--- config.mk ---
export PLATFORM = sky130hd
export DESIGN_NAME = csadd_sequencer_flat
export DESIGN_NICKNAME = d
export VERILOG_FILES = /design/src/rtl/csadd_pkg.sv /design/src/rtl/csadd_sequencer_if.sv /design/src/rtl/CSadder.sv /design/src/rtl/csadd_sequencer.sv /design/src/flat_wrapper.sv
export SDC_FILE = /design/constraint.sdc
export NUM_CORES = 1
export LEC_CHECK = 0
export BUFFER_PORTS_ARGS = -buffer_cell sky130_fd_sc_hd__buf_4
export CORE_MARGIN = 1
export CORE_UTILIZATION = 45
export CTS_BUF_LIST = sky130_fd_sc_hd__clkbuf_8
export DETAILED_ROUTE_END_ITERATION = 7
export HOLD_SLACK_MARGIN = 0.15
export PLACE_DENSITY = 0.67
export SLEW_MARGIN = 20
export SYNTH_ARGS = -nofsm -noshare
export SYNTH_HDL_FRONTEND = slang
export SYNTH_HIERARCHICAL = 1
export SYNTH_SLANG_ARGS = --single-unit
--- constraint.sdc ---
create_clock -name clk -period 9.1 [get_ports clk]
set_clock_uncertainty 0.1 [all_clocks]
set_input_delay 1.365 -clock clk [delete_from_list [all_inputs] [get_ports clk]]
set_output_delay 1.365 -clock clk [all_outputs]
set_load 0.01 [all_outputs]
--- src/rtl/csadd_pkg.sv ---
// Shared types and constants for the multi-precision add/sub sequencer.
package csadd_pkg;

    localparam int unsigned SLICE_W      = 8;
    localparam int unsigned SLICE_LEVELS = 3;

    localparam logic OP_ADD = 1'b0;
    localparam logic OP_SUB = 1'b1;

    typedef enum logic [1:0] {
        IDLE = 2'd0,
        RUN  = 2'd1,
        DONE = 2'd2
    } state_e;

    // Byte-index counter width, never narrower than one bit.
    function automatic int unsigned idx_width(input int unsigned words);
        return (words > 1) ? $clog2(words) : 1;
    endfunction

endpackage

--- src/rtl/csadd_sequencer_if.sv ---
// Operand request and result handshakes of the add/sub sequencer.
interface csadd_sequencer_if #(
    parameter int unsigned WORDS = 4
);
    localparam int unsigned W = csadd_pkg::SLICE_W * WORDS;

    logic         in_valid;
    logic         in_ready;
    logic [W-1:0] a;
    logic [W-1:0] b;
    logic         op;
    logic         out_valid;
    logic         out_ready;
    logic [W-1:0] result;
    logic         carry_out;
    logic         overflow;
    logic         busy;

    modport master (
        output in_valid, a, b, op, out_ready,
        input  in_ready, out_valid, result, carry_out, overflow, busy
    );

    modport slave (
        input  in_valid, a, b, op, out_ready,
        output in_ready, out_valid, result, carry_out, overflow, busy
    );

endinterface

--- src/rtl/CSadder.sv ---
// Conditional-sum add/sub slice: bits must equal 2**levels.
module CSadder #(
    parameter int unsigned bits   = 8,
    parameter int unsigned levels = 3
) (
    input  logic [bits-1:0] x,
    input  logic [bits-1:0] y,
    input  logic            mode,
    input  logic            cin,
    output logic [bits-1:0] sum,
    output logic            cout
);

    logic [bits-1:0] yy;
    logic [bits-1:0] s0, s1, c0, c1;
    logic [bits-1:0] n_s0, n_s1, n_c0, n_c1;

    // Per-bit conditional sums, then pairwise block merges doubling each level.
    always_comb begin
        yy = y ^ {bits{mode}};
        s0 = x ^ yy;
        s1 = ~(x ^ yy);
        c0 = x & yy;
        c1 = x | yy;
        n_s0 = s0;
        n_s1 = s1;
        n_c0 = c0;
        n_c1 = c1;
        for (int l = 1; l <= int'(levels); l++) begin
            n_s0 = s0;
            n_s1 = s1;
            n_c0 = c0;
            n_c1 = c1;
            // Upper half of each merged block picks its sum by the lower half's carry.
            for (int j = 0; j < int'(bits); j++) begin
                if ((j % (1 << l)) >= (1 << (l - 1))) begin
                    n_s0[j] = c0[2 * (j >> l)] ? s1[j] : s0[j];
                    n_s1[j] = c1[2 * (j >> l)] ? s1[j] : s0[j];
                end
            end
            // Merged block carry selects the upper half's carry pair.
            for (int k = 0; k < (int'(bits) >> l); k++) begin
                n_c0[k] = c0[2 * k] ? c1[2 * k + 1] : c0[2 * k + 1];
                n_c1[k] = c1[2 * k] ? c1[2 * k + 1] : c0[2 * k + 1];
            end
            s0 = n_s0;
            s1 = n_s1;
            c0 = n_c0;
            c1 = n_c1;
        end
        sum  = cin ? s1 : s0;
        cout = cin ? c1[0] : c0[0];
    end

endmodule

--- src/rtl/csadd_sequencer.sv ---
// Multi-precision add/subtract, one byte per clock through a shared 8-bit slice.
module csadd_sequencer
    import csadd_pkg::*;
#(
    parameter int unsigned WORDS = 4
) (
    input  logic              clk,
    input  logic              rst_n,
    csadd_sequencer_if.slave  bus
);

    localparam int unsigned W     = SLICE_W * WORDS;
    localparam int unsigned IDX_W = idx_width(WORDS);
    localparam logic [IDX_W-1:0] IDX_LAST = IDX_W'(WORDS - 1);

    state_e             state_q, state_d;
    logic [W-1:0]       a_q, a_d;
    logic [W-1:0]       b_q, b_d;
    logic               op_q, op_d;
    logic [IDX_W-1:0]   idx_q, idx_d;
    logic               carry_q, carry_d;
    logic [W-1:0]       result_q, result_d;
    logic               carry_out_q, carry_out_d;
    logic               overflow_q, overflow_d;

    logic [SLICE_W-1:0] slice_x;
    logic [SLICE_W-1:0] slice_y;
    logic [SLICE_W-1:0] slice_sum;
    logic               slice_cout;

    assign slice_x = a_q[SLICE_W * idx_q +: SLICE_W];
    assign slice_y = b_q[SLICE_W * idx_q +: SLICE_W];

    CSadder #(
        .bits   (SLICE_W),
        .levels (SLICE_LEVELS)
    ) u_slice (
        .x    (slice_x),
        .y    (slice_y),
        .mode (op_q),
        .cin  (carry_q),
        .sum  (slice_sum),
        .cout (slice_cout)
    );

    // State and datapath registers.
    always_ff @(posedge clk or negedge rst_n) begin
        if (!rst_n) begin
            state_q     <= IDLE;
            a_q         <= '0;
            b_q         <= '0;
            op_q        <= 1'b0;
            idx_q       <= '0;
            carry_q     <= 1'b0;
            result_q    <= '0;
            carry_out_q <= 1'b0;
            overflow_q  <= 1'b0;
        end else begin
            state_q     <= state_d;
            a_q         <= a_d;
            b_q         <= b_d;
            op_q        <= op_d;
            idx_q       <= idx_d;
            carry_q     <= carry_d;
            result_q    <= result_d;
            carry_out_q <= carry_out_d;
            overflow_q  <= overflow_d;
        end
    end

    // Next-state: latch on accept, ripple bytes through the slice, hold until consumed.
    always_comb begin
        state_d     = state_q;
        a_d         = a_q;
        b_d         = b_q;
        op_d        = op_q;
        idx_d       = idx_q;
        carry_d     = carry_q;
        result_d    = result_q;
        carry_out_d = carry_out_q;
        overflow_d  = overflow_q;

        unique case (state_q)
            IDLE: begin
                if (bus.in_valid) begin
                    a_d     = bus.a;
                    b_d     = bus.b;
                    op_d    = bus.op;
                    idx_d   = '0;
                    // Subtract is A + ~B + 1; the +1 enters as the first carry-in.
                    carry_d = (bus.op == OP_SUB);
                    state_d = RUN;
                end
            end
            RUN: begin
                result_d[SLICE_W * idx_q +: SLICE_W] = slice_sum;
                carry_d = slice_cout;
                if (idx_q == IDX_LAST) begin
                    carry_out_d = slice_cout;
                    // Same-sign operands (B as seen after inversion) with a differing result sign.
                    overflow_d  = (a_q[W-1] == (b_q[W-1] ^ op_q)) &&
                                  (slice_sum[SLICE_W-1] != a_q[W-1]);
                    state_d     = DONE;
                end else begin
                    idx_d = idx_q + IDX_W'(1);
                end
            end
            DONE: begin
                if (bus.out_ready) begin
                    state_d = IDLE;
                end
            end
            default: begin
                state_d = IDLE;
            end
        endcase
    end

    assign bus.in_ready  = (state_q == IDLE);
    assign bus.out_valid = (state_q == DONE);
    assign bus.busy      = (state_q != IDLE);
    assign bus.result    = result_q;
    assign bus.carry_out = carry_out_q;
    assign bus.overflow  = overflow_q;

endmodule

--- src/flat_wrapper.sv ---
// flat-port wrapper written by rule: the top's interface ports become plain ports
module csadd_sequencer_flat import csadd_pkg::*;
#(
    parameter int unsigned WORDS = 4
)
  (clk, rst_n, bus_in_valid, bus_a, bus_b, bus_op, bus_out_ready, bus_in_ready, bus_out_valid, bus_result, bus_carry_out, bus_overflow, bus_busy);
  csadd_sequencer_if #(.WORDS(WORDS)) bus_i ();
  input  logic clk;
  input  logic rst_n;
  input wire logic [$bits(bus_i.in_valid)-1:0] bus_in_valid;
  input wire logic [$bits(bus_i.a)-1:0] bus_a;
  input wire logic [$bits(bus_i.b)-1:0] bus_b;
  input wire logic [$bits(bus_i.op)-1:0] bus_op;
  input wire logic [$bits(bus_i.out_ready)-1:0] bus_out_ready;
  output wire logic [$bits(bus_i.in_ready)-1:0] bus_in_ready;
  output wire logic [$bits(bus_i.out_valid)-1:0] bus_out_valid;
  output wire logic [$bits(bus_i.result)-1:0] bus_result;
  output wire logic [$bits(bus_i.carry_out)-1:0] bus_carry_out;
  output wire logic [$bits(bus_i.overflow)-1:0] bus_overflow;
  output wire logic [$bits(bus_i.busy)-1:0] bus_busy;
  assign bus_i.in_valid = bus_in_valid;
  assign bus_i.a = bus_a;
  assign bus_i.b = bus_b;
  assign bus_i.op = bus_op;
  assign bus_i.out_ready = bus_out_ready;
  assign bus_in_ready = bus_i.in_ready;
  assign bus_out_valid = bus_i.out_valid;
  assign bus_result = bus_i.result;
  assign bus_carry_out = bus_i.carry_out;
  assign bus_overflow = bus_i.overflow;
  assign bus_busy = bus_i.busy;
  csadd_sequencer #(.WORDS(WORDS)) u_core (.clk(clk), .rst_n(rst_n), .bus(bus_i));
endmodule
==> flow_summary.ini <==
[clock_network]
postCtsSetupBuffers = 0
htreeDepth = 3
cts_tree = yes
root_buffer = clkbuf_8
numCtsBuffers = 9
clock-sinks = 104
clk_pin_slew_ps = 100
ctsHoldBuffers = 0
clock_path_buffers = 2
clk_latency_ps = 380
cts_resized = 0

[yosys]
synth_adder_area_share_pct = 4.74
synth_seq_cells = 104
async_flop_share_pct = 100
synthCells = 390
synth_compound_area_share_pct = 9.04
synth-edff-count = 0
synth_simple_gate_area_share_pct = 8.25
avgSynthCellArea_um2 = 14.2
synth_seq_area_share_pct = 46.9
synthXorXnorAreaFrac_pct = 2.21
synth_warnings = 6
synth_nets = 480
ys_types = 49
syn_area_um2 = 5550
synth_flop_cell = dfrtp_1
synth_top_family_by_area = multiplexers
synthMuxAreaShare_pct = 23.8

[timing]
worstMarginPinSlew_ps = 1090
maxSlewHeadroom_pct = 27.3
setup_ws_ps = 5290
fin_crit_ps = 3810
maxSlewViolCount = 0
fmax_mhz = 263
setup_viol = 0
period_share_pct = 41.8
finalHoldViolCount = 0
fin_setup_tns_ps = 0
rsz0062_at_grt = false

[floorplan]
ioPinCount = 106
die-area_um2 = 12800
rows = 40
core-area_um2 = 12000
initial_core_util_pct = 46.2
die_h_um = 113
die_w_um = 113

[worst_hold_path]
hp-class = flip-flop to flip-flop
worstHoldPathCells = 1

[finish]
area_growth_pct = 18.4
antennaDiodeCount = 0
drive_gt1_share_pct = 45.1
final_nets = 582
stdcell_count = 644
finish.utilization_pct = 54.7

[critical_path]
end_kind = flip-flop
critPathRequiredTime_ps = 9300
cp.buffers_inverters = 2
cp.depth = 13
worst_r2r_path_depth = 13
cp_cell_sequence = buf_4 > mux4_2 > xor2_1 > inv_1 > ha_1 > or3b_1 > a211oi_2 > or2_1 > nor2_4 > o211ai_2 > nor2b_1 > mux2i_1 > o21ai_0
slowest_stage = mux4_2
arrival_ps = 4010
crit_family = simple AND/OR/NAND/NOR gates
worst_setup_path_start_kind = flip-flop
path_max_fanout = 19
criticalPathCategory = flip-flop to flip-flop
max_stage_delay_ps = 560

[flow_run]
drv_cap = 0

[route]
dr.pass1.iters = 4
wl_mm = 11.1
drc = 0
vias_per_cell = 5.33
num_vias = 3431
ant_nets = 0
wl_per_cell_um = 17.3
drt_iter0_markers = 151

[placement]
hpwlAfterDp_mm = 8.12
pre_cts_slack_ps = 5300
io_buffers = 105
gp_congestion = 0.867
dp_cells = 628

[global_routing]
grt-ovfl-total = 0
grt_pass1_wl_mm = 18.5
first_global_vias = 3518
grt_max_degree = 66
grtUsageTotal_pct = 18.9
antenna_found_initial = 0

[run_status]
outcome = finished clean
[worst register-to-register path: cells and delay by family, from the launching register on]
family	cells	cell delay, ps
AND/OR/NAND/NOR	4	930
AO/OA/AOI/OAI	3	680
multiplexers	2	640
flip-flops	1	490
buffers and inverters	2	470
XOR/XNOR	1	210
adder cells (fa/ha/maj)	1	200
[per-layer routing]
metal / global-route usage (%) / vias up / wire [um]
met1: 25.9 / 1705 / 5270
met2: 30.0 / 90 / 5240
met4: 5.53 / 0 / 131
met5: 0 / - / 0
li1: - / 1625 / -
met3: 4.61 / 11 / 497
[Yosys cell counts (all sizes together) (3+ instances only)]
cell type / number / area, um^2
a22o: 35 / 307
a22oi: 3 / 27.5
dfrtp: 104 / 2600
nand2: 12 / 45.0
nor2: 8 / 37.5
o211ai: 6 / 60.1
o21ai: 9 / 45.0
buf: 15 / 185
mux2: 66 / 931
nand3b: 5 / 50.1
clkbuf: 3 / 11.3
nor3: 6 / 35.0
or2: 4 / 30.0
mux2i: 3 / 30.0
xor2: 12 / 105
inv: 22 / 82.6
or3b: 3 / 26.3
ha: 21 / 263
nand2b: 7 / 43.8
mux4: 16 / 360
nor2b: 4 / 25.0
a21oi: 3 / 15.0
[kinds of logic after synthesis]
kind of cell | Yosys count
AOI/OAI and AO/OA | 61
muxes | 85
buffers and inverters | 40
DFF | 104
and+or+nand+nor | 65
adders and majority gates | 21
xor gates and xnor gates | 14
[state kept, by name, indices dropped and copies added (netlist names)]
register,flops
u_core/a_q,32
u_core/b_q,32
u_core/bus.result,32
u_core/idx_q,2
u_core/state_q,2
u_core/bus.carry_out,1
u_core/bus.overflow,1
u_core/carry_q,1
u_core/op_q,1
[layout make-up]
class / instances / area (um^2)
clock buffer: 13 / 179
multi-input combinational: 246 / 2670
clock inverter: 3 / 38.8
sequential: 104 / 2600
timing repair buffer: 109 / 818
inverter: 22 / 82.6
fill: 1009 / 5440
tap: 147 / 184
[stage by stage]
step                hold WS, ps  instance area [um^2]
CTS                         417                  6570
detailed placement          389                  6350
finish                      412                  6570
global route                435                  6570
floorplan                   375                  5550
global placement            386                  6350
[cells in the final DEF, fill, tap and decap left out, types with 2 or more instances in the layout]
cell type | Yosys | layout
clkbuf_8 | 0 | 13
dfrtp_1 | 104 | 104
ha_1 | 21 | 21
o211ai_1 | 3 | 3
nor3_1 | 5 | 5
a22o_1 | 35 | 35
a22oi_1 | 2 | 2
and4_1 | 2 | 2
or3b_1 | 3 | 3
mux2i_1 | 3 | 3
or2_1 | 2 | 2
xor2_1 | 12 | 12
mux2_2 | 16 | 16
inv_1 | 21 | 22
and3_1 | 2 | 2
nor2_1 | 7 | 7
buf_4 | 3 | 109
xnor2_1 | 2 | 2
nand3b_1 | 4 | 4
or3_1 | 2 | 2
nand2b_1 | 7 | 7
nand3_1 | 2 | 2
o21ai_0 | 8 | 8
nor2b_1 | 4 | 4
or2_4 | 2 | 2
nor4b_4 | 2 | 2
a21oi_1 | 3 | 3
a211oi_2 | 2 | 2
nand2_1 | 12 | 12
o211ai_2 | 3 | 3
o21a_1 | 2 | 2
mux2_4 | 50 | 50
mux4_2 | 16 | 16
[worst paths after layout]
path	from	to	slack [ps]
min in group asynchronous	rst_n	u_core/a_q[5]$_DFFE_PN0P_	900
setup / recovery	u_core/idx_q[0]$_DFFE_PN0P_	u_core/bus.overflow$_DFFE_PN0P_	5290
hold / removal	u_core/bus.result[3]$_DFFE_PN0P_	u_core/bus.result[3]$_DFFE_PN0P_	410
max in group asynchronous	rst_n	u_core/b_q[6]$_DFFE_PN0P_	6890
hold reg to reg	u_core/bus.result[3]$_DFFE_PN0P_	u_core/bus.result[3]$_DFFE_PN0P_	410
setup reg to reg	u_core/idx_q[0]$_DFFE_PN0P_	u_core/bus.overflow$_DFFE_PN0P_	5290
Power is left out: the tool's default activity adds up to more than one toggle a clock period on the data nets, which glitch-free logic cannot reach.
